`src/rtl/key_map_player.sv`:
```
// key_map_player: consumer side of the custom key-mapping flow.
// A candidate permutation is captured from the settings page and checked
// over eight cycles, one entry per cycle. Only a legal permutation replaces
// the active map. Live physical button levels are translated through the
// active map into logical notes, then debounced, for the tone/VGA datapath.
module key_map_player #(
    parameter int MIN_HOLD = 2
) (
    input  logic       slow_clk,
    input  logic       rst_n,
    input  logic [2:0] perm0,
    input  logic [2:0] perm1,
    input  logic [2:0] perm2,
    input  logic [2:0] perm3,
    input  logic [2:0] perm4,
    input  logic [2:0] perm5,
    input  logic [2:0] perm6,
    input  logic [2:0] perm7,
    input  logic       perm_load,
    input  logic       map_reset,
    input  logic [7:0] buts,
    output logic [7:0] note_onehot,
    output logic [2:0] note,
    output logic       note_valid,
    output logic       note_press,
    output logic       map_busy,
    output logic       map_err
);

    typedef enum logic [0:0] {
        ST_IDLE  = 1'b0,
        ST_CHECK = 1'b1
    } state_t;

    // Debounce threshold as a counter-width value; MIN_HOLD is limited to 1..7.
    localparam logic [2:0] HOLD_MAX = 3'(MIN_HOLD);

    // Identity map: note N is played by physical button N.
    localparam logic [7:0][2:0] IDENT_MAP = {3'd7, 3'd6, 3'd5, 3'd4,
                                             3'd3, 3'd2, 3'd1, 3'd0};

    // One-hot decode of a 3-bit index.
    function automatic logic [7:0] onehot8(input logic [2:0] i);
        return 8'd1 << i;
    endfunction

    // Index of the lowest set bit; 0 when no bit is set.
    function automatic logic [2:0] lowest_idx(input logic [7:0] v);
        logic [2:0] idx;
        idx = 3'd0;
        for (int i = 7; i >= 0; i--) begin
            if (v[i]) begin
                idx = 3'(i);
            end else begin
                idx = idx;
            end
        end
        return idx;
    endfunction

    // Map-validation state
    state_t           state_q, state_d;
    logic [2:0]       idx_q, idx_d;
    logic [7:0]       seen_q, seen_d;
    logic             dup_q, dup_d;
    logic [7:0][2:0]  shadow_q, shadow_d;
    logic [7:0][2:0]  amap_q, amap_d;
    logic             map_err_q, map_err_d;
    logic             map_busy_q, map_busy_d;

    // Note-path state
    logic [7:0]       onehot_q, onehot_d;
    logic [2:0]       hold_q, hold_d;
    logic             valid_q, valid_d;
    logic [2:0]       note_q, note_d;
    logic             press_q, press_d;

    logic [7:0][2:0]  perm_vec_s;
    logic [2:0]       cur_s;
    logic             dup_now_s;

    assign perm_vec_s = {perm7, perm6, perm5, perm4, perm3, perm2, perm1, perm0};

    // Validation FSM next state: capture on load, walk the snapshot, commit or reject.
    always_comb begin
        state_d   = state_q;
        idx_d     = idx_q;
        seen_d    = seen_q;
        dup_d     = dup_q;
        shadow_d  = shadow_q;
        amap_d    = amap_q;
        map_err_d = map_err_q;
        cur_s     = shadow_q[idx_q];
        dup_now_s = dup_q | seen_q[cur_s];

        if (map_reset) begin
            // Restore identity and abandon any validation in flight.
            state_d   = ST_IDLE;
            amap_d    = IDENT_MAP;
            map_err_d = 1'b0;
            idx_d     = 3'd0;
            seen_d    = 8'h00;
            dup_d     = 1'b0;
        end else begin
            case (state_q)
                ST_IDLE: begin
                    if (perm_load) begin
                        shadow_d = perm_vec_s;
                        idx_d    = 3'd0;
                        seen_d   = 8'h00;
                        dup_d    = 1'b0;
                        state_d  = ST_CHECK;
                    end else begin
                        state_d  = ST_IDLE;
                    end
                end
                ST_CHECK: begin
                    // A later perm_load is deliberately ignored here.
                    seen_d = seen_q | onehot8(cur_s);
                    dup_d  = dup_now_s;
                    idx_d  = idx_q + 3'd1;
                    if (idx_q == 3'd7) begin
                        state_d = ST_IDLE;
                        if (dup_now_s) begin
                            map_err_d = 1'b1;
                        end else begin
                            amap_d    = shadow_q;
                            map_err_d = 1'b0;
                        end
                    end else begin
                        state_d = ST_CHECK;
                    end
                end
                default: begin
                    state_d = ST_IDLE;
                end
            endcase
        end

        map_busy_d = (state_d == ST_CHECK);
    end

    // Note path next state: remap buttons through the active map and debounce.
    always_comb begin
        onehot_d = 8'h00;
        for (int n = 0; n < 8; n++) begin
            onehot_d[n] = buts[amap_q[n]];
        end

        if (onehot_d == onehot_q) begin
            if (hold_q >= HOLD_MAX) begin
                hold_d = HOLD_MAX;
            end else begin
                hold_d = hold_q + 3'd1;
            end
        end else begin
            hold_d = 3'd0;
        end

        valid_d = (hold_d >= HOLD_MAX) && (onehot_d != 8'h00);

        if (valid_d) begin
            note_d = lowest_idx(onehot_d);
        end else begin
            note_d = note_q;
        end

        press_d = valid_d && (!valid_q || (note_d != note_q));
    end

    // Validation state registers.
    always_ff @(posedge slow_clk or negedge rst_n) begin
        if (!rst_n) begin
            state_q    <= ST_IDLE;
            idx_q      <= 3'd0;
            seen_q     <= 8'h00;
            dup_q      <= 1'b0;
            shadow_q   <= '0;
            amap_q     <= IDENT_MAP;
            map_err_q  <= 1'b0;
            map_busy_q <= 1'b0;
        end else begin
            state_q    <= state_d;
            idx_q      <= idx_d;
            seen_q     <= seen_d;
            dup_q      <= dup_d;
            shadow_q   <= shadow_d;
            amap_q     <= amap_d;
            map_err_q  <= map_err_d;
            map_busy_q <= map_busy_d;
        end
    end

    // Note path registers.
    always_ff @(posedge slow_clk or negedge rst_n) begin
        if (!rst_n) begin
            onehot_q <= 8'h00;
            hold_q   <= 3'd0;
            valid_q  <= 1'b0;
            note_q   <= 3'd0;
            press_q  <= 1'b0;
        end else begin
            onehot_q <= onehot_d;
            hold_q   <= hold_d;
            valid_q  <= valid_d;
            note_q   <= note_d;
            press_q  <= press_d;
        end
    end

    assign note_onehot = onehot_q;
    assign note        = note_q;
    assign note_valid  = valid_q;
    assign note_press  = press_q;
    assign map_busy    = map_busy_q;
    assign map_err     = map_err_q;

endmodule

```
`config.mk`:
```
export PLATFORM = sky130hd
export DESIGN_NAME = key_map_player
export DESIGN_NICKNAME = d
export VERILOG_FILES = /design/src/rtl/key_map_player.sv
export SDC_FILE = /design/constraint.sdc
export NUM_CORES = 1
export LEC_CHECK = 0
export CORE_ASPECT_RATIO = 1.4
export CORE_MARGIN = 2
export CORE_UTILIZATION = 45
export DETAILED_ROUTE_END_ITERATION = 10
export PLACE_DENSITY = 0.67
export SYNTH_ARGS = -nofsm -noshare
export SYNTH_HDL_FRONTEND = slang
export SYNTH_SLANG_ARGS = --single-unit
```
`constraint.sdc`:
```
create_clock -name slow_clk -period 3.3 [get_ports slow_clk]
set_clock_uncertainty 0.1 [all_clocks]
set_input_delay 0.66 -clock slow_clk [delete_from_list [all_inputs] [get_ports slow_clk]]
set_output_delay 0.66 -clock slow_clk [all_outputs]
set_load 0.05 [all_outputs]
```
==> tab_implementation.tex, run 1 <==
\begin{tabular}{lr}
\hline
Metric & Value \\
\hline
\multicolumn{2}{l}{\textbf{Synth}} \\
\quad Share of the synthesized area in the top cell type & 40.7\% \\
\quad Post-synthesis net count & $\sim$360 \\
\quad Warning count from the yosys run & 0 \\
\quad Cell count after synthesis & 319 \\
\quad Flip-flop cell with the highest count after synthesis & sky130\_fd\_sc\_hd\_\_dfrtp\_1 \\
\quad Cells taking the most area after synthesis & sky130\_fd\_sc\_hd\_\_dfrtp\_1 41\%, sky130\_fd\_sc\_hd\_\_mux4\_2 10\%, sky130\_fd\_sc\_hd\_\_mux2\_2 8.6\% \\
\quad Post-synth cell types & 46 \\
\quad Sequential-to-total area share from yosys stat & 48.5\% \\
\quad Average cell area after synthesis & 12.7 sq um \\
\quad Netlist Area Pre-Place & 4060 sq um \\
\quad Top post-synthesis cells by count & 66 x sky130\_fd\_sc\_hd\_\_dfrtp\_1, 36 x sky130\_fd\_sc\_hd\_\_nor2\_1, 31 x sky130\_fd\_sc\_hd\_\_mux2\_2, 24 x sky130\_fd\_sc\_hd\_\_a21oi\_1, 19 x sky130\_fd\_sc\_hd\_\_mux2i\_1 \\
\quad Synth async-reset ratio & between 90\% and 100\% \\
\quad Cell type contributing the most total cell area after synthesis & sky130\_fd\_sc\_hd\_\_dfrtp\_1 \\
\quad Synthesis-stage register bit count & 78 \\
\quad Post-synth EDFFs & 0 \\
\quad Library cell with the highest instance count after synthesis & sky130\_fd\_sc\_hd\_\_dfrtp\_1 \\
\multicolumn{2}{l}{\textbf{Die}} \\
\quad Effective utilization at floorplan & 45.7\% \\
\quad Height of the die & 116 um \\
\quad Overall die area & 9800 sq um \\
\quad Core outline area & 8870 sq um \\
\quad Core Rows & $\sim$40 \\
\quad Number of top-level design ports & between 50 and 60 \\
\quad X dimension of the die & 84.2 um \\
\multicolumn{2}{l}{\textbf{Clocking}} \\
\quad TritonCTS sink count & 78 \\
\quad Total of hold buffers inserted after clock tree synthesis & 0 \\
\quad Setup fix buffers added after clock tree synthesis & 0 \\
\quad Later-pin clock latency in the skew report & 0.33 ns \\
\quad CTS tree & yes \\
\quad Reg clk slew, reported paths & 0.06 ns \\
\quad Number of gates resized after CTS & 0 \\
\quad Buffers from clock root to sink, at most & 2 \\
\quad Number of buffers created by CTS & 9 \\
\quad Clock Tree Root & sky130\_fd\_sc\_hd\_\_clkbuf\_16 \\
\quad H-tree lvl count & 3 \\
\multicolumn{2}{l}{\textbf{Global routing}} \\
\quad Vias in the first global route & approximately 2,900 \\
\quad First-pass GRT wire length & between 10,000 and 15,000 um \\
\quad Maximum number of pins on one net before global-route repair & between 70 and 80 \\
\quad Overflow left after global routing & 0 \\
\quad Number of antenna violations at the first check in global routing & 0 \\
\quad Global Route Usage Sum & 19.0\% \\
\multicolumn{2}{l}{\textbf{Layout}} \\
\quad Final Instance Count excl. Fillers & slightly below 500 \\
\quad Layout overhead on the synthesized area & 25.5\% \\
\quad Antenna Cells & 0 \\
\quad Final-stage net count & 425 \\
\quad Fraction of final layout cells with drive strength greater than 1 & 27.4\% \\
\quad Final instance area & around 5100 sq um \\
\quad Fillcell total & approximately 760 \\
\multicolumn{2}{l}{\textbf{Timing}} \\
\quad Transition at the pin with the smallest max-transition slack & between 1 and 1.5 ns \\
\quad Crit share post-route & 93.1\% \\
\quad Top achievable clock speed & 0.326 GHz \\
\quad Max-slew violation total from the final report & 0 \\
\quad Post-Route Setup TNS & 0 ns \\
\quad Hold Fails Final Rpt & 0 \\
\quad Worst hold slack & 0.337 ns \\
\quad Time the worst path needs with I/O delays and setup & roughly 3.1 ns \\
\quad Final setup vio count & 0 \\
\quad Unrepaired setup endpoints after global routing & no \\
\quad Headroom to the max-slew limit & 32.9\% \\
\quad Setup slack of the critical path after layout & around 0.23 ns \\
\multicolumn{2}{l}{\textbf{Power}} \\
\quad Sw Share & approximately a quarter \\
\quad Total power density per cell area & between 400 and 500 nW/um\^{}2 \\
\quad Combinational cell fraction of total power & about 16\% \\
\quad Static power due to leakage & 2.08 nW \\
\quad Total internal power & 1.92 mW \\
\quad Portion of total power attributed to the clock network & 41.5\% \\
\quad Peak supply drop & about 400 uV \\
\quad Total net switching power & slightly above 0.6 mW \\
\quad Reg power frac & 43.0\% \\
\multicolumn{2}{l}{\textbf{Worst setup path}} \\
\quad Cell breakdown of the critical path & clkdlybuf4s50\_1 > mux4\_2 > mux2\_2 > xnor2\_1 > nand4\_1 > nor4b\_4 > o21a\_4 > mux2\_4 \\
\quad Source of the critical timing path & buts[6] \\
\quad Largest fanout on the critical path & 8 \\
\quad Dominant delay contributor by cell family on the critical path & multiplexers \\
\quad CP max stage cell & sky130\_fd\_sc\_hd\_\_mux4\_2 \\
\quad Buffers \& Inverters on Critical Path & 1 \\
\quad FF-to-FF setup slack & 0.26 ns \\
\quad Critical path type & input pin to flop \\
\quad Required time of the worst setup path & between 3 and 4 ns \\
\quad Worst r2r src & idx\_q[0] \\
\quad Sort of element at the start of the critical path & input pin \\
\quad Arrival time of data at the critical path endpoint & 3.19 ns \\
\quad Nature of the critical path endpoint & flop \\
\quad Crit-path max cell delay & 0.53 ns \\
\multicolumn{2}{l}{\textbf{Placed design}} \\
\quad Post-Place Cell Area & 4770 sq um \\
\quad Count of buffers inserted at the top-level ports & 50 \\
\quad Worst-case setup slack after placement & -0.132 ns \\
\quad Placed insts & 481 \\
\quad Placed wire-length estimate & $\sim$6300 um \\
\quad Routability Congestion & 0.820 \\
\multicolumn{2}{l}{\textbf{Drt}} \\
\quad Total wirelength of the detailed-routed design & 8610 um \\
\quad Detailed Route Iter0 Violations & 121 \\
\quad Router iterations before antenna repair & 5 \\
\quad Remaining DRCs & 0 \\
\quad Detail-routed net length per standard cell & 17.3 um \\
\quad DR vias/cell & 5.63 \\
\quad Number of nets still failing antenna checks after routing & 0 \\
\quad Number of vias after detailed routing & 2,799 \\
\multicolumn{2}{l}{\textbf{Run status}} \\
\quad Run status & finished clean \\
\multicolumn{2}{l}{\textbf{Flow run}} \\
\quad Max cap viols & 0 \\
\multicolumn{2}{l}{\textbf{Worst hold path}} \\
\quad Worst min-delay path class & input pin to async pin \\
\hline
\end{tabular}
==> per-stage QoR <==
stage | power [mW] | util [%]
2_1_floorplan | 1.34 | -
3_3_place_gp | 1.50 | 53.8
3_5_place_dp | 1.51 | 53.8
4_1_cts | 2.57 | 57.3
5_1_grt | 2.65 | 57.3
6_report | 2.54 | 57.3
==> power by group through the flow <==
| stage | Clock, mW | Combinational, mW | Sequential [mW] |
|---|---|---|---|
| 6_report | 1.06 | 0.393 | 1.09 |
| 5_1_grt | 1.12 | 0.429 | 1.10 |
| 4_1_cts | 1.08 | 0.399 | 1.09 |
| 3_5_place_dp | 0 | 0.398 | 1.11 |
| 3_3_place_gp | 0 | 0.390 | 1.11 |
| 2_1_floorplan | 0 | 0.240 | 1.10 |
==> worst paths after layout <==
kind | depth (start not counted) | to
hold / removal | 1 | note[2]
min in group slow_clk | 1 | hold_q[0]
max in group asynchronous | 1 | idx_q[1]
setup reg to reg | 8 | amap_q[6]
hold reg to reg | 1 | hold_q[0]
setup / recovery | 8 | note[0]
==> flip-flops by register name (all words and copies together), names as in the netlist <==
name,cells
idx_q,3
dup_q,1
note_onehot,8
note,3
hold_q,3
map_busy,1
map_err,1
seen_q,8
note_press,1
amap_q,24
note_valid,1
shadow_q,24
==> kinds of logic (layout without fill, tap and decap cells) <==
kind of cell / count (synthesis) / after routing / share of synthesized area, %
AOI/OAI and AO/OA: 44 / 44 / 7.47
xor gates and xnor gates: 8 / 8 / 1.73
adders and majority gates: 4 / 4 / 1.23
buffers and inverters: 21 / 92 / 2.72
DFF: 78 / 78 / 48.5
muxes: 76 / 76 / 27.1
and+or+nand+nor: 88 / 88 / 11.2
==> per-layer routing <==
| layer | vias to the layer above | global-route usage (%) | wire, um |
|---|---|---|---|
| li1 | 1314 | - | - |
| met1 | 1402 | 23.6 | 3710 |
| met2 | 66 | 32.6 | 4420 |
| met3 | 17 | 2.76 | 267 |
| met4 | 0 | 9.78 | 212 |
| met5 | - | 0 | 0 |
==> layout by cell type (no fill, tap or decap), types with 3 or more instances in the layout <==
master / count
sky130_fd_sc_hd__clkbuf_1: 3
sky130_fd_sc_hd__a22o_1: 7
sky130_fd_sc_hd__dfrtp_1: 66
sky130_fd_sc_hd__clkbuf_16: 9
sky130_fd_sc_hd__mux4_2: 18
sky130_fd_sc_hd__inv_1: 7
sky130_fd_sc_hd__nor2b_1: 7
sky130_fd_sc_hd__xor2_1: 3
sky130_fd_sc_hd__xnor2_1: 5
sky130_fd_sc_hd__dfstp_2: 12
sky130_fd_sc_hd__a21oi_1: 24
sky130_fd_sc_hd__buf_4: 19
sky130_fd_sc_hd__mux2i_1: 19
sky130_fd_sc_hd__nor3b_1: 4
sky130_fd_sc_hd__nor3_1: 16
sky130_fd_sc_hd__nand2_1: 7
sky130_fd_sc_hd__clkdlybuf4s50_1: 49
sky130_fd_sc_hd__mux2_2: 31
sky130_fd_sc_hd__ha_1: 4
sky130_fd_sc_hd__and3_1: 4
sky130_fd_sc_hd__nor2_1: 36
==> cell type report <==
type	instances	area, sq um	area share, %
tap	107	134	2.63
multi-input combinational	220	1990	39.1
clock inverter	3	67.6	1.33
sequential	78	1970	38.7
clock buffer	13	250	4.92
timing repair buffer	69	653	12.8
inverter	7	26.3	0.516
Note: power is estimated with default switching activity, not from simulation.
==> inputs of run 2 (changes only) <==
CORE_MARGIN = 8   (was 2)
CTS_CLUSTER_SIZE = 28   (was default)
==> run 2 against run 1 <==
Compared with the run above:
- largest cell class unchanged
- critical endpoint unchanged
- cell count decreased by 1.0%
- critical path type unchanged
- combinational power decreased by 1%
- count of clock-buffer cells in the layout decreased by 3
==> tab_implementation.tex, run 2 (synthesis results as in run 1) <==
\begin{tabular}{lr}
\hline
Metric & Value \\
\hline
\multicolumn{2}{l}{\textbf{Die}} \\
\quad Overall die area & roughly 12,000 sq um \\
\quad Height of the die & between 100 and 150 um \\
\quad X dimension of the die & 96.2 um \\
\quad Core Rows & between 40 and 50 \\
\quad Effective utilization at floorplan & 45.7\% \\
\quad Number of top-level design ports & approximately 50 \\
\quad Core outline area & 8870 sq um \\
\multicolumn{2}{l}{\textbf{Power}} \\
\quad Sw Share & between 20\% and 30\% \\
\quad Portion of total power attributed to the clock network & between 40 and 50\% \\
\quad Overall power consumption & roughly 2.7 mW \\
\quad Reg power frac & 40.7\% \\
\quad Static power due to leakage & 2.08 nW \\
\quad Peak supply drop & around 310 uV \\
\quad Total internal power & 2.05 mW \\
\quad Combinational cell fraction of total power & 14.5\% \\
\quad Total net switching power & 0.637 mW \\
\quad Total power density per cell area & 527 nW/um\^{}2 \\
\multicolumn{2}{l}{\textbf{Timing}} \\
\quad Headroom to the max-slew limit & 34.6\% \\
\quad Time the worst path needs with I/O delays and setup & 3.10 ns \\
\quad Transition at the pin with the smallest max-transition slack & 0.981 ns \\
\quad Top achievable clock speed & 0.322 GHz \\
\quad Crit share post-route & 94.0\% \\
\quad Unrepaired setup endpoints after global routing & no \\
\quad Hold Fails Final Rpt & 0 \\
\quad Final setup vio count & 0 \\
\quad Max-slew violation total from the final report & 0 \\
\multicolumn{2}{l}{\textbf{Placed design}} \\
\quad Count of buffers inserted at the top-level ports & 50 \\
\quad Placed insts & 476 \\
\quad Placed wire-length estimate & 6540 um \\
\quad Routability Congestion & about 0.79 \\
\quad Post-Place Cell Area & 4730 sq um \\
\multicolumn{2}{l}{\textbf{Drt}} \\
\quad Remaining DRCs & 0 \\
\quad Router iterations before antenna repair & 4 \\
\quad Detail-routed net length per standard cell & 18.0 um \\
\quad Number of vias after detailed routing & between 2,000 and 3,000 \\
\quad Detailed Route Iter0 Violations & roughly 150 \\
\quad DR vias/cell & 5.53 \\
\quad Total wirelength of the detailed-routed design & 8870 um \\
\quad Number of nets still failing antenna checks after routing & 0 \\
\multicolumn{2}{l}{\textbf{Worst setup path}} \\
\quad Required time of the worst setup path & about 3.4 ns \\
\quad Critical path type & input pin to flop \\
\quad Arrival time of data at the critical path endpoint & 3.22 ns \\
\quad Largest fanout on the critical path & 8 \\
\quad Nature of the critical path endpoint & flop \\
\quad Sort of element at the start of the critical path & input pin \\
\quad FF-to-FF setup slack & 0.25 ns \\
\multicolumn{2}{l}{\textbf{Global routing}} \\
\quad Global Route Usage Sum & roughly 16\% \\
\quad Vias in the first global route & 2,963 \\
\quad Number of antenna violations at the first check in global routing & 0 \\
\quad Overflow left after global routing & 0 \\
\quad First-pass GRT wire length & 14,800 um \\
\quad Maximum number of pins on one net before global-route repair & 79 \\
\multicolumn{2}{l}{\textbf{Layout}} \\
\quad Final instance area & 5100 sq um \\
\quad Leading cell type in the layout, fill and taps excluded & sky130\_fd\_sc\_hd\_\_dfrtp\_1 \\
\quad Top library cells by usage in the layout, fill and taps aside & 66 x sky130\_fd\_sc\_hd\_\_dfrtp\_1, 49 x sky130\_fd\_sc\_hd\_\_clkdlybuf4s50\_1, 36 x sky130\_fd\_sc\_hd\_\_nor2\_1 \\
\quad Fraction of final layout cells with drive strength greater than 1 & 27.0\% \\
\quad Registers with the most flip-flops & amap\_q: 24 flops, shadow\_q: 24 flops \\
\quad Final Instance Count excl. Fillers & 492 \\
\quad Layout overhead on the synthesized area & 25.7\% \\
\quad Final Util & about 57\% \\
\quad Fillcell total & 745 \\
\quad Final-stage net count & 420 \\
\quad Antenna Cells & 0 \\
\multicolumn{2}{l}{\textbf{Clocking}} \\
\quad Reg clk slew, reported paths & 0.06 ns \\
\quad CTS tree & yes \\
\quad Buffers from clock root to sink, at most & 2 \\
\quad Clock Tree Root & sky130\_fd\_sc\_hd\_\_clkbuf\_16 \\
\quad Number of gates resized after CTS & 0 \\
\quad Total of hold buffers inserted after clock tree synthesis & 0 \\
\quad Later-pin clock latency in the skew report & 0.34 ns \\
\quad TritonCTS sink count & 78 \\
\quad Setup fix buffers added after clock tree synthesis & 0 \\
\quad H-tree lvl count & 3 \\
\quad Number of buffers created by CTS & 9 \\
\multicolumn{2}{l}{\textbf{Worst hold path}} \\
\quad Worst min-delay path class & flop to flop \\
\multicolumn{2}{l}{\textbf{Flow run}} \\
\quad Max cap viols & 0 \\
\multicolumn{2}{l}{\textbf{Run status}} \\
\quad Run status & finished clean \\
\hline
\end{tabular}
run 2: worst max-delay path, stage by stage:
cell	delay, ns
sky130_fd_sc_hd__clkdlybuf4s50_1	0.53
sky130_fd_sc_hd__mux4_1	0.57
sky130_fd_sc_hd__mux2i_2	0.26
sky130_fd_sc_hd__xor2_1	0.19
sky130_fd_sc_hd__nand4_1	0.18
sky130_fd_sc_hd__nor4b_4	0.35
sky130_fd_sc_hd__o21a_4	0.18
sky130_fd_sc_hd__mux2_4	0.29
run 2: stage by stage:
| stage | hold slack, ns | setup slack (ns) | TNS [ns] |
|---|---|---|---|
| floorplan | 0.264 | 0.514 | 0 |
| global placement | 0.348 | -0.0507 | -0.0507 |
| detailed placement | 0.359 | -0.178 | -0.475 |
| CTS | 0.366 | 0.187 | 0 |
| global route | 0.385 | 0.0624 | 0 |
| finish | 0.368 | 0.199 | 0 |
run 2: path summary, 6_finish.rpt:
| check | start | endpoint | cells after the start |
|---|---|---|---|
| worst max register to register | idx_q[0] | amap_q[1] | 8 |
| max in group asynchronous | rst_n | map_err | 1 |
| worst min register to register | hold_q[0] | hold_q[0] | 1 |
| min in group asynchronous | rst_n | note_onehot[7] | 1 |
| worst max-delay path | buts[3] | note[0] | 8 |
| worst min-delay path | hold_q[0] | hold_q[0] | 1 |
run 2: final cells by class:
class,instances,area (sq um),share of cell area [%]
clock buffer,10,229,4.49
clock inverter,6,134,2.63
inverter,7,26.3,0.516
multi-input combinational,220,1990,39.1
sequential,78,1970,38.6
tap,107,134,2.63
timing repair buffer,64,616,12.1
run 2: routing by layer:
layer	vias up	GRT usage, %	part of all wire (%)
li1	1293	-	-
met1	1335	19.1	43
met2	77	24.6	49
met3	16	2.99	4.9
met4	0	8.99	2.8
met5	-	0	0
run 2: power groups by stage:
stage / logic (mW) / clock network [mW] / registers (mW)
after floorplan: 0.240 / 0 / 1.10
after global placement: 0.384 / 0 / 1.11
after detailed placement: 0.391 / 0 / 1.11
after CTS: 0.394 / 1.22 / 1.09
after global routing: 0.424 / 1.26 / 1.10
final: 0.388 / 1.20 / 1.09
==> inputs of run 3 (changes only) <==
==> constraint.sdc (replaced) <==
create_clock -name slow_clk -period 3.3 [get_ports slow_clk]
set_clock_uncertainty 0.1 [all_clocks]
set_input_delay 0.495 -clock slow_clk [delete_from_list [all_inputs] [get_ports slow_clk]]
set_output_delay 0.495 -clock slow_clk [all_outputs]
set_load 0.05 [all_outputs]
==> run 3 against run 2 <==
Compared with the run above:
- largest power group is now sequential cells
- via count grew 1.1%
- die area is the same
- critical endpoint is now amap_q[11]
- first-iteration DRC count shrank 21%
- sequential power is essentially flat
==> tab_implementation.tex, run 3 (synthesis results as in run 1) <==
\begin{tabular}{lr}
\hline
Metric & Value \\
\hline
\multicolumn{2}{l}{\textbf{Layout}} \\
\quad Fillcell total & 760 \\
\quad Fraction of final layout cells with drive strength greater than 1 & 25.9\% \\
\quad Layout overhead on the synthesized area & 23.8\% \\
\quad Final Instance Count excl. Fillers & 489 \\
\quad Top library cells by usage in the layout, fill and taps aside & 66 x sky130\_fd\_sc\_hd\_\_dfrtp\_1, 49 x sky130\_fd\_sc\_hd\_\_clkdlybuf4s50\_1, 36 x sky130\_fd\_sc\_hd\_\_nor2\_1 \\
\quad Leading cell type in the layout, fill and taps excluded & sky130\_fd\_sc\_hd\_\_dfrtp\_1 \\
\quad Registers with the most flip-flops & amap\_q: 24 flops, shadow\_q: 24 flops \\
\quad Area used by multi-input combinational logic & 1990 sq um \\
\quad Sequential cell area & 1970 sq um \\
\quad Final-stage net count & 417 \\
\quad Antenna Cells & 0 \\
\multicolumn{2}{l}{\textbf{Global routing}} \\
\quad Global Route Usage Sum & between 10\% and 20\% \\
\quad First-pass GRT wire length & 14,500 um \\
\quad Vias in the first global route & 2,874 \\
\quad Overflow left after global routing & 0 \\
\quad Maximum number of pins on one net before global-route repair & slightly below 80 \\
\quad Number of antenna violations at the first check in global routing & 0 \\
\multicolumn{2}{l}{\textbf{Die}} \\
\quad Number of top-level design ports & between 50 and 60 \\
\quad Height of the die & 128 um \\
\quad Overall die area & approximately 12,000 sq um \\
\quad Core outline area & 8870 sq um \\
\quad Core Rows & 41 \\
\quad X dimension of the die & slightly below 100 um \\
\quad Effective utilization at floorplan & 45.7\% \\
\multicolumn{2}{l}{\textbf{Clocking}} \\
\quad Later-pin clock latency in the skew report & 0.34 ns \\
\quad TritonCTS sink count & 78 \\
\quad Number of buffers created by CTS & 9 \\
\quad Total of hold buffers inserted after clock tree synthesis & 0 \\
\quad CTS tree & yes \\
\quad Buffers from clock root to sink, at most & 2 \\
\quad Number of gates resized after CTS & 0 \\
\quad Setup fix buffers added after clock tree synthesis & 0 \\
\quad H-tree lvl count & 3 \\
\quad Reg clk slew, reported paths & 0.06 ns \\
\quad Clock Tree Root & sky130\_fd\_sc\_hd\_\_clkbuf\_16 \\
\multicolumn{2}{l}{\textbf{Drt}} \\
\quad Number of vias after detailed routing & roughly 2,800 \\
\quad Detailed Route Iter0 Violations & 119 \\
\quad Total wirelength of the detailed-routed design & 8670 um \\
\quad Detail-routed net length per standard cell & 17.7 um \\
\quad Router iterations before antenna repair & 4 \\
\quad Met3 WL & 415 um \\
\quad Uppermost signal routing layer after detailed routing & met4 \\
\quad Remaining DRCs & 0 \\
\quad Number of nets still failing antenna checks after routing & 0 \\
\quad Wire length the detailed router placed on met1 & 3770 um \\
\quad Detailed route wirelength on metal2 & 4330 um \\
\quad DR vias/cell & 5.63 \\
\multicolumn{2}{l}{\textbf{Worst hold path}} \\
\quad Worst min-delay path class & input pin to async pin \\
\multicolumn{2}{l}{\textbf{Worst setup path}} \\
\quad Arrival time of data at the critical path endpoint & $\sim$3.1 ns \\
\quad Buffers \& Inverters on Critical Path & 1 \\
\quad Dominant delay contributor by cell family on the critical path & multiplexers \\
\quad FF-to-FF setup slack & between 0.3 and 0.4 ns \\
\quad CP max stage cell & sky130\_fd\_sc\_hd\_\_mux4\_2 \\
\quad Sort of element at the start of the critical path & flop \\
\quad Required time of the worst setup path & 3.40 ns \\
\quad Cell breakdown of the critical path & mux4\_2 > mux2i\_4 > mux2\_4 > a2bb2oi\_2 > a211oi\_4 > buf\_12 > mux2i\_1 > nor2\_1 \\
\quad Largest fanout on the critical path & 36 \\
\quad Crit-path max cell delay & slightly below 0.6 ns \\
\quad Critical path type & flop to flop \\
\quad Nature of the critical path endpoint & flop \\
\multicolumn{2}{l}{\textbf{Power}} \\
\quad Total power density per cell area & 501 nW/um\^{}2 \\
\quad Static power due to leakage & 2.04 nW \\
\quad Peak supply drop & 293 uV \\
\quad Overall power consumption & about 2.5 mW \\
\multicolumn{2}{l}{\textbf{Timing}} \\
\quad Crit share post-route & 90.8\% \\
\quad Top achievable clock speed & 0.334 GHz \\
\quad Final setup vio count & 0 \\
\quad Hold Fails Final Rpt & 0 \\
\quad Unrepaired setup endpoints after global routing & no \\
\quad Headroom to the max-slew limit & a little over a third \\
\quad Time the worst path needs with I/O delays and setup & 3.00 ns \\
\quad Transition at the pin with the smallest max-transition slack & 0.964 ns \\
\quad Max-slew violation total from the final report & 0 \\
\multicolumn{2}{l}{\textbf{Flow run}} \\
\quad Max cap viols & 0 \\
\multicolumn{2}{l}{\textbf{Placed design}} \\
\quad Placed wire-length estimate & between 6000 and 7000 um \\
\quad Routability Congestion & 0.826 \\
\quad Placed insts & 473 \\
\quad Count of buffers inserted at the top-level ports & 50 \\
\multicolumn{2}{l}{\textbf{Run status}} \\
\quad Run status & finished clean \\
\hline
\end{tabular}
==> run 3: changes by cell type in the layout (fill, tap and decap cells not counted) <==
cell | previous run | this run
sky130_fd_sc_hd__clkinv_4 | 1 | 0
sky130_fd_sc_hd__bufinv_16 | 4 | 2
sky130_fd_sc_hd__clkinvlp_4 | 0 | 1
sky130_fd_sc_hd__buf_4 | 14 | 11
sky130_fd_sc_hd__clkbuf_1 | 1 | 3
==> run 3: final cells by class <==
cell class                      instances  area share, %
Multi-Input combinational cell        220           39.7
Sequential cell                        78           39.2
Timing Repair Buffer                   61           11.8
Clock buffer                           12           4.71
Tap cell                              107           2.67
Clock inverter                          4           1.45
Inverter                                7          0.523
==> run 3: worst paths after layout <==
path	from	to	depth (start not counted)
setup / recovery	idx_q[0]	amap_q[11]	8
hold / removal	rst_n	note_onehot[7]	1
setup reg to reg	idx_q[0]	amap_q[11]	8
hold reg to reg	hold_q[0]	hold_q[0]	1
max in group asynchronous	rst_n	map_busy	1
min in group slow_clk	hold_q[0]	hold_q[0]	1
==> run 3: metrics by stage <==
stage          setup TNS [ns]  worst slack, ns  hold slack (ns)  util, %  instance area (sq um)
2_1_floorplan               0            0.559           0.0994        -                   4060
3_3_place_gp                0           0.0494            0.349     53.1                   4710
3_5_place_dp          -0.0267          -0.0267            0.377     53.1                   4710
4_1_cts                     0            0.284            0.248     56.6                   5020
5_1_grt                     0            0.153            0.294     56.6                   5020
6_report                    0            0.303            0.206     56.6                   5020
==> run 3: routing by layer <==
layer  GRT usage (%)  vias to the layer above
li1                -                     1293
met1            19.0                     1370
met2            24.2                       79
met3            2.99                       10
met4            8.36                        0
met5               0                        -
==> run 3: power by group <==
group          leakage, nW  total (mW)  internal (mW)  switching, mW
Combinational        0.919       0.385          0.201          0.184
Clock                0.147        1.04          0.661          0.374
Sequential           0.973        1.09           1.03         0.0634
==> run 3: worst reg2reg max path, delay by kind of cell (launching register included) <==
kind	cells	cell delay (ns)
AO/OA/AOI/OAI	2	0.48
buffers and inverters	1	0.25
flip-flops	1	0.50
multiplexers	4	1.48
AND/OR/NAND/NOR	1	0.06
